$ cat config.mk
export PLATFORM = sky130hd
export DESIGN_NAME = alu_exec_unit
export DESIGN_NICKNAME = d
export VERILOG_FILES = /design/src/rtl/alu_exec_unit.sv
export SDC_FILE = /design/constraint.sdc
export NUM_CORES = 1
export LEC_CHECK = 0
export CORE_MARGIN = 5
export CORE_UTILIZATION = 40
export CTS_CLUSTER_DIAMETER = 200
export DETAILED_ROUTE_END_ITERATION = 6
export PLACE_DENSITY = 0.73
export SYNTH_ARGS = -nofsm -noshare
export SYNTH_HDL_FRONTEND = slang
export SYNTH_SLANG_ARGS = --single-unit
$ cat constraint.sdc
create_clock -name clk -period 11.3 [get_ports clk]
set_input_delay 1.13 -clock clk [delete_from_list [all_inputs] [get_ports clk]]
set_output_delay 1.13 -clock clk [all_outputs]
set_load 0.02 [all_outputs]
$ cat src/rtl/alu_exec_unit.sv
// ALU execute unit with valid/ready handshake and optional shift-add multiplier.
// Define ALU_EXEC_UNIT_MUL_EN to enable the multi-cycle MUL (FuncCode 011000).
module alu_exec_unit #(
    parameter int WIDTH = 32
) (
    input  logic             clk,
    input  logic             reset,
    input  logic             in_valid,
    output logic             in_ready,
    input  logic [2:0]       AluOp,
    input  logic [5:0]       FuncCode,
    input  logic [WIDTH-1:0] OpA,
    input  logic [WIDTH-1:0] OpB,
    output logic             out_valid,
    input  logic             out_ready,
    output logic [WIDTH-1:0] Result,
    output logic             Zero,
    output logic             IllegalOp
);

`ifdef ALU_EXEC_UNIT_MUL_EN
    typedef enum logic [1:0] {
        IDLE    = 2'd0,
        MUL_RUN = 2'd1,
        DONE    = 2'd2
    } state_t;
`else
    typedef enum logic [1:0] {
        IDLE = 2'd0,
        DONE = 2'd2
    } state_t;
`endif

    typedef enum logic [2:0] {
        OP_ADD, OP_SUB, OP_AND, OP_OR,
        OP_XOR, OP_NOR, OP_SLT, OP_MUL
    } op_t;

    state_t           state;
    op_t              op;
    logic             illegal;
    logic             sltBit;
    logic [WIDTH-1:0] aluRes;
    logic [WIDTH-1:0] resultQ;
    logic             zeroQ;
    logic             illegalQ;

    always_comb begin
        op      = OP_AND;
        illegal = 1'b0;
        case (AluOp)
            3'b000: begin
                case (FuncCode)
                    6'b100000: op = OP_ADD;
                    6'b100010: op = OP_SUB;
                    6'b100100: op = OP_AND;
                    6'b100101: op = OP_OR;
                    6'b100110: op = OP_XOR;
                    6'b100111: op = OP_NOR;
                    6'b101010: op = OP_SLT;
`ifdef ALU_EXEC_UNIT_MUL_EN
                    6'b011000: op = OP_MUL;
`endif
                    default:   illegal = 1'b1;
                endcase
            end
            3'b001:  op = OP_SUB;
            3'b010:  op = OP_ADD;
            3'b011:  op = OP_AND;
            3'b100:  op = OP_SLT;
            3'b101:  op = OP_OR;
            default: illegal = 1'b1;
        endcase
    end

    assign sltBit = $signed(OpA) < $signed(OpB);

    always_comb begin
        aluRes = '0;
        case (op)
            OP_ADD:  aluRes = OpA + OpB;
            OP_SUB:  aluRes = OpA - OpB;
            OP_AND:  aluRes = OpA & OpB;
            OP_OR:   aluRes = OpA | OpB;
            OP_XOR:  aluRes = OpA ^ OpB;
            OP_NOR:  aluRes = ~(OpA | OpB);
            OP_SLT:  aluRes = {{(WIDTH-1){1'b0}}, sltBit};
            default: aluRes = '0;
        endcase
    end

`ifdef ALU_EXEC_UNIT_MUL_EN
    localparam int CW = $clog2(WIDTH);

    logic [CW-1:0]    count;
    logic [WIDTH-1:0] prod;
    logic [WIDTH-1:0] mcand;
    logic [WIDTH-1:0] mplier;
    logic [WIDTH-1:0] mulNext;

    // Only the low WIDTH bits of the product are kept, so mcand may overflow.
    assign mulNext = prod + (mplier[0] ? mcand : '0);
`endif

    always_ff @(posedge clk) begin
        if (reset) begin
            state    <= IDLE;
            resultQ  <= '0;
            zeroQ    <= 1'b1;
            illegalQ <= 1'b0;
`ifdef ALU_EXEC_UNIT_MUL_EN
            count    <= '0;
            prod     <= '0;
            mcand    <= '0;
            mplier   <= '0;
`endif
        end else begin
            case (state)
                IDLE: begin
                    if (in_valid) begin
                        illegalQ <= illegal;
`ifdef ALU_EXEC_UNIT_MUL_EN
                        if (op == OP_MUL) begin
                            state  <= MUL_RUN;
                            count  <= '0;
                            prod   <= '0;
                            mcand  <= OpA;
                            mplier <= OpB;
                        end else
`endif
                        begin
                            state   <= DONE;
                            resultQ <= aluRes;
                            zeroQ   <= (aluRes == '0);
                        end
                    end
                end
`ifdef ALU_EXEC_UNIT_MUL_EN
                MUL_RUN: begin
                    prod   <= mulNext;
                    mcand  <= mcand << 1;
                    mplier <= mplier >> 1;
                    count  <= count + 1'b1;
                    if (count == CW'(WIDTH - 1)) begin
                        state   <= DONE;
                        resultQ <= mulNext;
                        zeroQ   <= (mulNext == '0);
                    end
                end
`endif
                DONE: begin
                    if (out_ready) state <= IDLE;
                end
                default: state <= IDLE;
            endcase
        end
    end

    assign in_ready  = (state == IDLE);
    assign out_valid = (state == DONE);
    assign Result    = resultQ;
    assign Zero      = zeroQ;
    assign IllegalOp = illegalQ;

endmodule

==> run_results.csv, run 1 <==
group,metric,value,unit
run_status,status,"finished, final reports clean",
routing,drtPass1Iterations,6,
routing,dr.first_iter.drc_count,1192,
grt,grt_pass1_wl,43700,um
floorplan,fp-row-count,50,
sta,rsz0062_at_grt,"no",
pwr,power,0.717,mW
sta,tightest_slew,1.11,ns
setup_path,critPathKind,"input port to register",
sta,setup-violations-final,0,
pwr,power_density,81.2,nW/um^2
logic_synthesis,synth_cells,1090,
grt,grt_util_all_layers,24.8,%
logic_synthesis,syn_area,7460,um^2
place,dp_hpwl,22200,um
sta,fin_ws,6.07,ns
finish,fillers,1907,
place,gp_congestion,0.998,
cts,insertion_delay,0.28,ns
setup_path,path_buf_inv,2,
logic_synthesis,yosys.area.top_type,"ha_1",
sta,clock_skew,0.00571,ns
pwr,combPwrFrac,58.4,%
logic_synthesis,yosysTopAreaCellShare,16.9,%
setup_path,cp_data_required_time,11.50,ns
setup_path,critPathLaunch,"AluOp[1]",
place,dpl_cell_area,8670,um^2
logic_synthesis,synth_nets,1270,
hold_path,hold_class,"register to register",
logic_synthesis,async_reset_ff_share,0,%
cts,post_cts_resized,0,
cts,clock-sinks,35,
floorplan,die_h,147,um
sta,relSlewSlack,25.8,%
setup_path,critPathLaunchType,"input port",
setup_path,cp.arrival,5.43,ns
pwr,vdd_drop_max,0.0592,mV
cts,cts_buffers,5,
pwr,power_frac_seq,19.8,%
logic_synthesis,ys_ff_latch,35,
cts,postCtsSetupRepairBufs,0,
sta,layout_min_cycle_time,5.23,ns
setup_path,cpMaxStageDelayCell,"clkdlybuf4s50_1",
floorplan,die_w,147,um
sta,max_freq,191,MHz
setup_path,slowest_delay,0.74,ns
finish,n_antenna_cell,0,
place,io_buffer_count,112,
floorplan,dieArea,21500,um^2
logic_synthesis,avgSynthCellArea,6.84,um^2
cts,holdBufCountCts,0,
finish,syn_to_final_growth,18.5,%
sta,final_max_slew_viol_count,0,
grt,antenna_found_initial,0,
routing,wl,28500,um
routing,wire_per_inst,20.6,um
pwr,p_int,0.400,mW
floorplan,ios,113,
sta,finalHoldViolCount,0,
setup_path,reg2reg_from,"state[1]",
floorplan,core,18500,um^2
cts,cts_max_level,2,
logic_synthesis,synth_cell_types,80,
cts,clk_path_buf_depth,2,
logic_synthesis,yosysWarnings,0,
grt,grt_pass1_vias,8110,
grt,grt_max_degree,47,
cts,cts_tree,"yes",
pwr,p_clk_share,21.8,%
logic_synthesis,synth_ff_type,"dfxtp_1",
finish,fin_area,8840,um^2
setup_path,endpoint_kind,"register",
flow_run,cap_viol_max_count,0,
setup_path,crit_fanout,18,
sta,fin_tns_setup,0,ns
routing,drcViolationCount,0,
routing,ant_nets,0,
pwr,power_switching,0.317,mW
setup_path,path_cells,"clkdlybuf4s50_1 -> nor2_1 -> o2111ai_1 -> nand2_1 -> nor3_1 -> buf_4 -> a221oi_1 -> o211ai_1 -> a2111oi_0 -> or4bb_1 -> nor3_1 -> nand4_1 -> o31ai_2",
routing,avgViaCountPerCell,6.50,
setup_path,crit_path_frequent_cell,"nor3_1",
cts,root_buffer,"clkbuf_16",
place,place_ws,5.81,ns
logic_synthesis,synth.area.top_cells,"ha_1 (17%), dfxtp_1 (9.4%), a21oi_1 (6.8%)",
pwr,swShare,44.2,%
finish,nets,1331,
finish,drive_gt1_share,3.65,%
hold_path,hold_start,"Result[4]",
setup_path,critical-path-top-delay-family,"simple AND/OR/NAND/NOR gates",
cts,clk_pin_slew,0.06,ns
grt,overflow,0,
logic_synthesis,yosysSeqAreaShare,9.39,%
logic_synthesis,synth_edf_count,0,
routing,dr_total_vias,9004,
pwr,power_leakage,3.69,nW
sta,fin_crit_sh,46.3,%
floorplan,start_util,40.3,%
==> power by group through the flow <==
stage / Clock, mW / Combinational [mW] / Sequential (mW)
floorplan: 0 / 0.252 / 0.157
global placement: 0 / 0.402 / 0.144
detailed placement: 0 / 0.405 / 0.144
CTS: 0.157 / 0.407 / 0.142
global route: 0.165 / 0.449 / 0.143
finish: 0.156 / 0.419 / 0.142
==> synth_stat cells, drive strengths merged (5+ instances only) <==
master and n:
o21ai 55, a21o 15, o2111ai 6, mux2i 8, and2 6, o211ai 18, o21bai 7, nand4 19
o21a 15, nand2b 15, a31oi 17, buf 15, a22oi 13, a211oi 32, o311a 5, o311ai 5
and4 5, nand3 20, ha 101, nor3b 5, a221oi 12, inv 104, and3 13, o22ai 8
nor2b 14, or2 7, xnor2 7, a2111oi 6, a211o 12, a221o 8, nor3 35, o221ai 12
nor4 11, a21oi 102, dfxtp 35, a21boi 6, o31ai 10, clkbuf 53, nand2 76, nor2 100
o31a 9, or3 9
==> flip-flops by register name, summed over array words and instances (netlist names) <==
register and count:
IllegalOp 1, state 1, Result 32, Zero 1
==> per-stage QoR <==
step	util, %	hold WS [ns]	std cells
floorplan	-	0.530	1090
global placement	46.8	0.447	1378
detailed placement	46.8	0.453	1378
CTS	47.7	0.462	1386
global route	47.7	0.479	1386
finish	47.7	0.463	1386
==> layout by cell type, fill, tap and decap left out, types with 17 or more instances in the layout <==
cell,n
nand4_1,19
o211ai_1,18
nand3_1,20
ha_1,101
clkdlybuf4s50_1,112
a21oi_1,101
nand2_1,76
dfxtp_1,35
o21ai_0,54
a31oi_1,17
inv_1,104
nor3_1,34
a211oi_1,32
nor2_1,99
==> final timing paths <==
kind                            cells after the start   endpoint  slack (ns)
worst max-delay path                               13       Zero        6.07
worst max register to register                      5       Zero        9.51
worst min register to register                      2  Result[4]        0.46
worst min-delay path                                2  Result[4]        0.46
==> cell type report <==
cell class                 count  area [um^2]  area share, %
tap                          234          293           3.31
sequential                    35          701           7.93
clock buffer                   5          125           1.42
multi-input combinational    881         6080           68.8
clock inverter                 3         43.8          0.496
inverter                     106          398           4.50
timing repair buffer         122         1200           13.5
==> worst register-to-register path, delay by kind of cell, from the launching register on <==
| family | cells | cell delay (ns) |
|---|---|---|
| AO/OA/AOI/OAI | 3 | 0.80 |
| buffers and inverters | 1 | 0.09 |
| flip-flops | 1 | 0.34 |
| AND/OR/NAND/NOR | 1 | 0.48 |
==> per-layer routing <==
| layer | vias up | track usage (%) | routed length (um) |
|---|---|---|---|
| met5 | - | 0 | 0 |
| met4 | 0 | 7.67 | 860 |
| met3 | 86 | 5.43 | 3110 |
| met2 | 560 | 37.8 | 12100 |
| met1 | 4159 | 34.8 | 12400 |
| li1 | 4199 | - | - |
==> logic make-up (layout without fill, tap and decap cells) <==
family,after synthesis,in the layout,synth area share [%]
multiplexers,8,8,1.07
XOR/XNOR,8,8,0.939
AND/OR/NAND/NOR,348,348,23.1
AO/OA/AOI/OAI,414,414,38.8
adder cells (fa/ha/maj),103,103,17.5
buffers and inverters,174,236,9.18
flip-flops,35,35,9.39
Power figures use the tool's default switching activity.
==> inputs of run 2 (changes only) <==
==> constraint.sdc (replaced) <==
create_clock -name clk -period 5.1 [get_ports clk]
set_input_delay 0.51 -clock clk [delete_from_list [all_inputs] [get_ports clk]]
set_output_delay 0.51 -clock clk [all_outputs]
set_load 0.02 [all_outputs]
==> run 2 against run 1 <==
  * Die area stayed put
  * Clock power grew 100%
  * Final area up 1.9%
  * Count of clock-buffer cells in the layout grew 2
  * Worst hold slack worse by 0.0062 ns
  * Sequential share of layout area decreased by 0.15 points
  * Clock skew is 0.0037 ns lower
  * Largest cell class unchanged
==> run_results.csv, run 2 (synthesized netlist as in run 1, its figures left out) <==
group,metric,value,unit
grt,grt_pass1_wl,45200,um
floorplan,ios,113,
routing,avgViaCountPerCell,6.45,
routing,wire_per_inst,20.9,um
floorplan,core,18500,um^2
setup_path,critPathLaunchType,"input port",
pwr,p_clk_share,20.1,%
hold_path,hold_class,"register to register",
place,gp_congestion,1.02,
place,io_buffer_count,112,
cts,clk_path_buf_depth,2,
finish,fillers,1870,
setup_path,critPathKind,"input port to register",
sta,tightest_slew,0.988,ns
pwr,combPwrFrac,60.2,%
floorplan,dieArea,21500,um^2
sta,relSlewSlack,33.9,%
finish,final_cell_mix,"clkdlybuf4s50_1 (112), inv_1 (104), a21oi_1 (101), ha_1 (101), nor2_1 (99)",
setup_path,cp.arrival,4.89,ns
cts,cts_max_level,2,
pwr,swShare,44.7,%
routing,drcViolationCount,0,
run_status,status,"finished, final reports clean",
cts,clock-sinks,35,
finish,largest_reg_flops,32,
routing,drtPass1Iterations,6,
pwr,power_density,176,nW/um^2
sta,rsz0062_at_grt,"no",
sta,fin_crit_sh,92.0,%
floorplan,fp-row-count,50,
finish,drive_gt1_share,5.62,%
sta,clock_skew,0.00202,ns
grt,grt_util_all_layers,25.7,%
routing,dr_total_vias,9093,
finish,final_common_cell,"clkdlybuf4s50_1",
place,dp_hpwl,23600,um
cts,clk_pin_slew,0.05,ns
floorplan,die_w,147,um
pwr,power_leakage,3.80,nW
floorplan,start_util,40.3,%
setup_path,endpoint_kind,"register",
sta,final_max_slew_viol_count,0,
sta,layout_min_cycle_time,4.69,ns
pwr,power,1.59,mW
sta,fin_tns_setup,0,ns
pwr,power_switching,0.710,mW
grt,antenna_found_initial,0,
routing,wl,29500,um
cts,insertion_delay,0.27,ns
flow_run,cap_viol_max_count,0,
routing,dr.first_iter.drc_count,1061,
sta,setup-violations-final,0,
sta,finalHoldViolCount,0,
setup_path,cp_data_required_time,5.29,ns
cts,cts_buffers,5,
grt,overflow,0,
setup_path,crit_fanout,4,
pwr,vdd_drop_max,0.144,mV
pwr,p_int,0.879,mW
finish,nets,1354,
finish,n_antenna_cell,0,
floorplan,die_h,147,um
cts,cts_tree,"yes",
sta,max_freq,213,MHz
cts,holdBufCountCts,0,
grt,grt_pass1_vias,8345,
routing,ant_nets,0,
finish,syn_to_final_growth,20.8,%
cts,root_buffer,"clkbuf_16",
pwr,power_frac_seq,19.8,%
cts,postCtsSetupRepairBufs,0,
cts,post_cts_resized,0,
grt,grt_max_degree,36,
## run 2: cell types whose count changed in the layout (fill, tap and decap cells not counted)
cell	change
nor3_2	+1
clkinv_2	-1
clkbuf_8	+2
clkinvlp_4	+1
nor3_1	-1
clkinv_4	-1
buf_4	+23
bufinv_16	-1
## run 2: critical path, cell delays in order
cell	delay [ns]
clkdlybuf4s50_1	0.48
inv_1	0.07
ha_1	0.23
fa_1	0.43
o21ba_2	0.25
nor3_1	0.30
nor3_1	0.19
o311ai_0	0.50
or3_1	0.18
o211ai_1	0.11
a2111oi_0	0.59
or4bb_1	0.46
nor3_1	0.26
nand4_1	0.14
o31ai_2	0.18
## run 2: area by class of cell
class | count | area (um^2) | area share [%]
Timing Repair Buffer | 145 | 1370 | 15.2
Clock buffer | 7 | 153 | 1.69
Clock inverter | 1 | 7.51 | 0.0834
Tap cell | 234 | 293 | 3.25
Sequential cell | 35 | 701 | 7.78
Inverter | 106 | 398 | 4.42
Multi-Input combinational cell | 881 | 6090 | 67.6
## run 2: metrics by stage
stage                     worst slack, ns  cells  instance area [um^2]  hold slack (ns)  util (%)
after global placement              0.313   1401                  8840            0.445      47.7
after floorplan                      1.38   1090                  7460            0.530         -
after CTS                           0.551   1409                  9010            0.456      48.6
after detailed placement            0.270   1401                  8850            0.448      47.8
after global routing                0.300   1409                  9010            0.483      48.6
final                               0.406   1409                  9010            0.456      48.6
## run 2: power by group through the flow
stage | clock, mW | combinational [mW] | sequential (mW)
2_1_floorplan | 0 | 0.558 | 0.347
3_3_place_gp | 0 | 0.921 | 0.318
3_5_place_dp | 0 | 0.924 | 0.319
4_1_cts | 0.319 | 0.929 | 0.314
5_1_grt | 0.332 | 1.03 | 0.316
6_report | 0.319 | 0.956 | 0.314
## run 2: worst paths after layout
path / startpoint / endpoint / slack [ns] / cells after the start
worst max-delay path: OpA[0] / Zero / 0.41 / 15
worst min-delay path: Result[4] / Result[4] / 0.46 / 2
worst max register to register: state[1] / Result[3] / 3.32 / 4
worst min register to register: Result[4] / Result[4] / 0.46 / 2
## run 2: routing by layer
layer  global-route usage [%]  up-vias  routed length (um)  part of all wire [%]
li1                         -     4233                   -                     -
met1                     35.5     4219               12500                    42
met2                     39.8      567               12500                    43
met3                     5.83       74                3430                    12
met4                     7.57        0                1010                   3.4
met5                        0        -                   0                     0
==> inputs of run 3 (changes only) <==
--- a/config.mk
+++ b/config.mk
@@ -5,7 +5,6 @@
 export SDC_FILE = /design/constraint.sdc
 export NUM_CORES = 1
 export LEC_CHECK = 0
-export CORE_MARGIN = 5
 export CORE_UTILIZATION = 40
 export CTS_CLUSTER_DIAMETER = 200
 export DETAILED_ROUTE_END_ITERATION = 6
==> run 3 against run 2 <==
  * The run now ends with DRC left
  * Wire length shrank 3.1%
  * Critical path depth is the same
  * Critical path type unchanged
  * Count of clock-buffer cells in the layout did not move
  * Largest cell class unchanged
  * Global-route usage is 2.6 points higher
  * Fmax rose by 0.59%
==> run_results.csv, run 3 (synthesized netlist as in run 1, its figures left out) <==
group,metric,value,unit
sta,fin_tns_setup,0,ns
setup_path,crit_fanout,12,
setup_path,reg2reg_from,"state[1]",
finish,fin_util,49.4,%
routing,drcViolationCount,26,
sta,setup-violations-final,0,
hold_path,hold_depth,2,
setup_path,crit_cells,15,
flow_run,cap_viol_max_count,0,
routing,dr.first_iter.drc_count,1083,
setup_path,critPathLaunchType,"input port",
routing,drtPass1Iterations,7,
setup_path,slowest_delay,0.62,ns
floorplan,start_util,41.1,%
routing,ant_nets,0,
cts,clock-sinks,35,
cts,cts_max_level,2,
finish,drive_gt1_share,5.37,%
grt,overflow,0,
cts,postCtsSetupRepairBufs,0,
hold_path,hold_class,"register to register",
sta,tightest_slew,0.990,ns
cts,holdBufCountCts,0,
setup_path,critical-path-top-delay-family,"compound AO/OA/AOI/OAI gates",
finish,final_common_cell,"clkdlybuf4s50_1",
hold_path,hold_path_end,"Result[26]",
setup_path,path_buf_inv,3,
setup_path,cp.arrival,4.85,ns
routing,wl,28600,um
setup_path,cpMaxStageDelayCell,"a2111oi_0",
sta,rsz0062_at_grt,"no",
setup_path,critPathKind,"input port to register",
run_status,status,"complete, but fails checks",
setup_path,path_cells,"clkdlybuf4s50_1 -> inv_1 -> ha_1 -> nor2b_1 -> a211oi_1 -> o31a_1 -> nor2_1 -> o21ai_0 -> a32o_1 -> a2111oi_0 -> buf_4 -> nand4_1 -> nor3_1 -> nand4_1 -> o31ai_2",
setup_path,cp_data_required_time,5.29,ns
routing,avgViaCountPerCell,6.52,
place,gp_congestion,0.977,
sta,fin_crit_sh,91.5,%
pwr,power_leakage,3.79,nW
floorplan,core,18100,um^2
routing,wire_per_inst,20.4,um
grt,grt_util_all_layers,28.3,%
sta,final_max_slew_viol_count,0,
sta,relSlewSlack,33.7,%
cts,insertion_delay,0.27,ns
finish,nets,1353,
place,dp_hpwl,22700,um
pwr,power,1.55,mW
finish,regArea,701,um^2
pwr,vdd_drop_max,0.151,mV
floorplan,ios,113,
floorplan,dieArea,19200,um^2
cts,root_buffer,"clkbuf_16",
routing,dr_total_vias,9150,
sta,max_freq,214,MHz
run_status,violations,"DRC",
setup_path,r2r_end,"Zero",
floorplan,die_h,139,um
finish,multiInputGateArea,6090,um^2
setup_path,endpoint_kind,"register",
setup_path,crit_path_frequent_cell,"nand4_1",
finish,syn_to_final_growth,20.3,%
place,dp.cells,1395,
cts,clk_pin_slew,0.05,ns
sta,layout_min_cycle_time,4.67,ns
finish,fillers,1816,
grt,grt_max_degree,47,
floorplan,die_w,139,um
cts,post_cts_resized,0,
pwr,power_density,173,nW/um^2
grt,grt_pass1_wl,43800,um
floorplan,fp-row-count,49,
place,io_buffer_count,112,
setup_path,r2r_slack,3.31,ns
sta,finalHoldViolCount,0,
cts,clk_path_buf_depth,2,
sta,clock_skew,0.00286,ns
grt,grt_pass1_vias,7949,
cts,cts_tree,"yes",
finish,n_antenna_cell,0,
finish,final_cell_mix,"clkdlybuf4s50_1 (112), inv_1 (104), a21oi_1 (101), ha_1 (101), nor2_1 (99)",
finish,largest_reg_flops,32,
cts,cts_buffers,5,
finish,finalNonFillerCells,1403,
setup_path,reg2reg_depth,5,
grt,antenna_found_initial,0,
hold_path,hold_start,"Result[26]",
## run 3: final cells by class
cell class | count | share of cell area [%]
Sequential cell | 35 | 7.81
Clock buffer | 7 | 1.48
Timing Repair Buffer | 144 | 15.2
Tap cell | 229 | 3.19
Inverter | 106 | 4.44
Multi-Input combinational cell | 881 | 67.8
Clock inverter | 1 | 0.0558
## run 3: power breakdown
group          total [mW]  switching, mW  internal [mW]
clock               0.281          0.101          0.180
sequential          0.314         0.0151          0.299
combinational       0.953          0.581          0.373
total                1.55          0.697          0.852
## run 3: worst register-to-register path, delay by kind of cell, from the launching register on
kind            cells  cell delay, ns
compound gates      3            0.82
simple gates        1            0.45
flops               1            0.35
buf+inv             1            0.08
## run 3: routing by layer
layer | global-route usage [%] | vias to the layer above | wire length (um)
met5 | 0 | - | 0
met4 | 11.1 | 0 | 980
met3 | 5.70 | 80 | 3520
met2 | 42.5 | 615 | 12000
met1 | 39.4 | 4225 | 12100
li1 | - | 4230 | -
## run 3: worst max path at each step
stage            from   end  slack (ns)
2_1_floorplan  OpA[9]  Zero        1.38
3_3_place_gp   OpA[7]  Zero        0.33
5_1_grt        OpA[7]  Zero        0.17
4_1_cts        OpA[7]  Zero        0.50
3_5_place_dp   OpA[7]  Zero        0.22
6_report       OpA[2]  Zero        0.43
## run 3: stage by stage
step / setup WS [ns] / hold slack (ns) / instance area (um^2)
2_1_floorplan: 1.38 / 0.530 / 7460
3_3_place_gp: 0.333 / 0.445 / 8830
3_5_place_dp: 0.222 / 0.450 / 8830
4_1_cts: 0.505 / 0.457 / 8970
5_1_grt: 0.173 / 0.470 / 8970
6_report: 0.434 / 0.462 / 8970
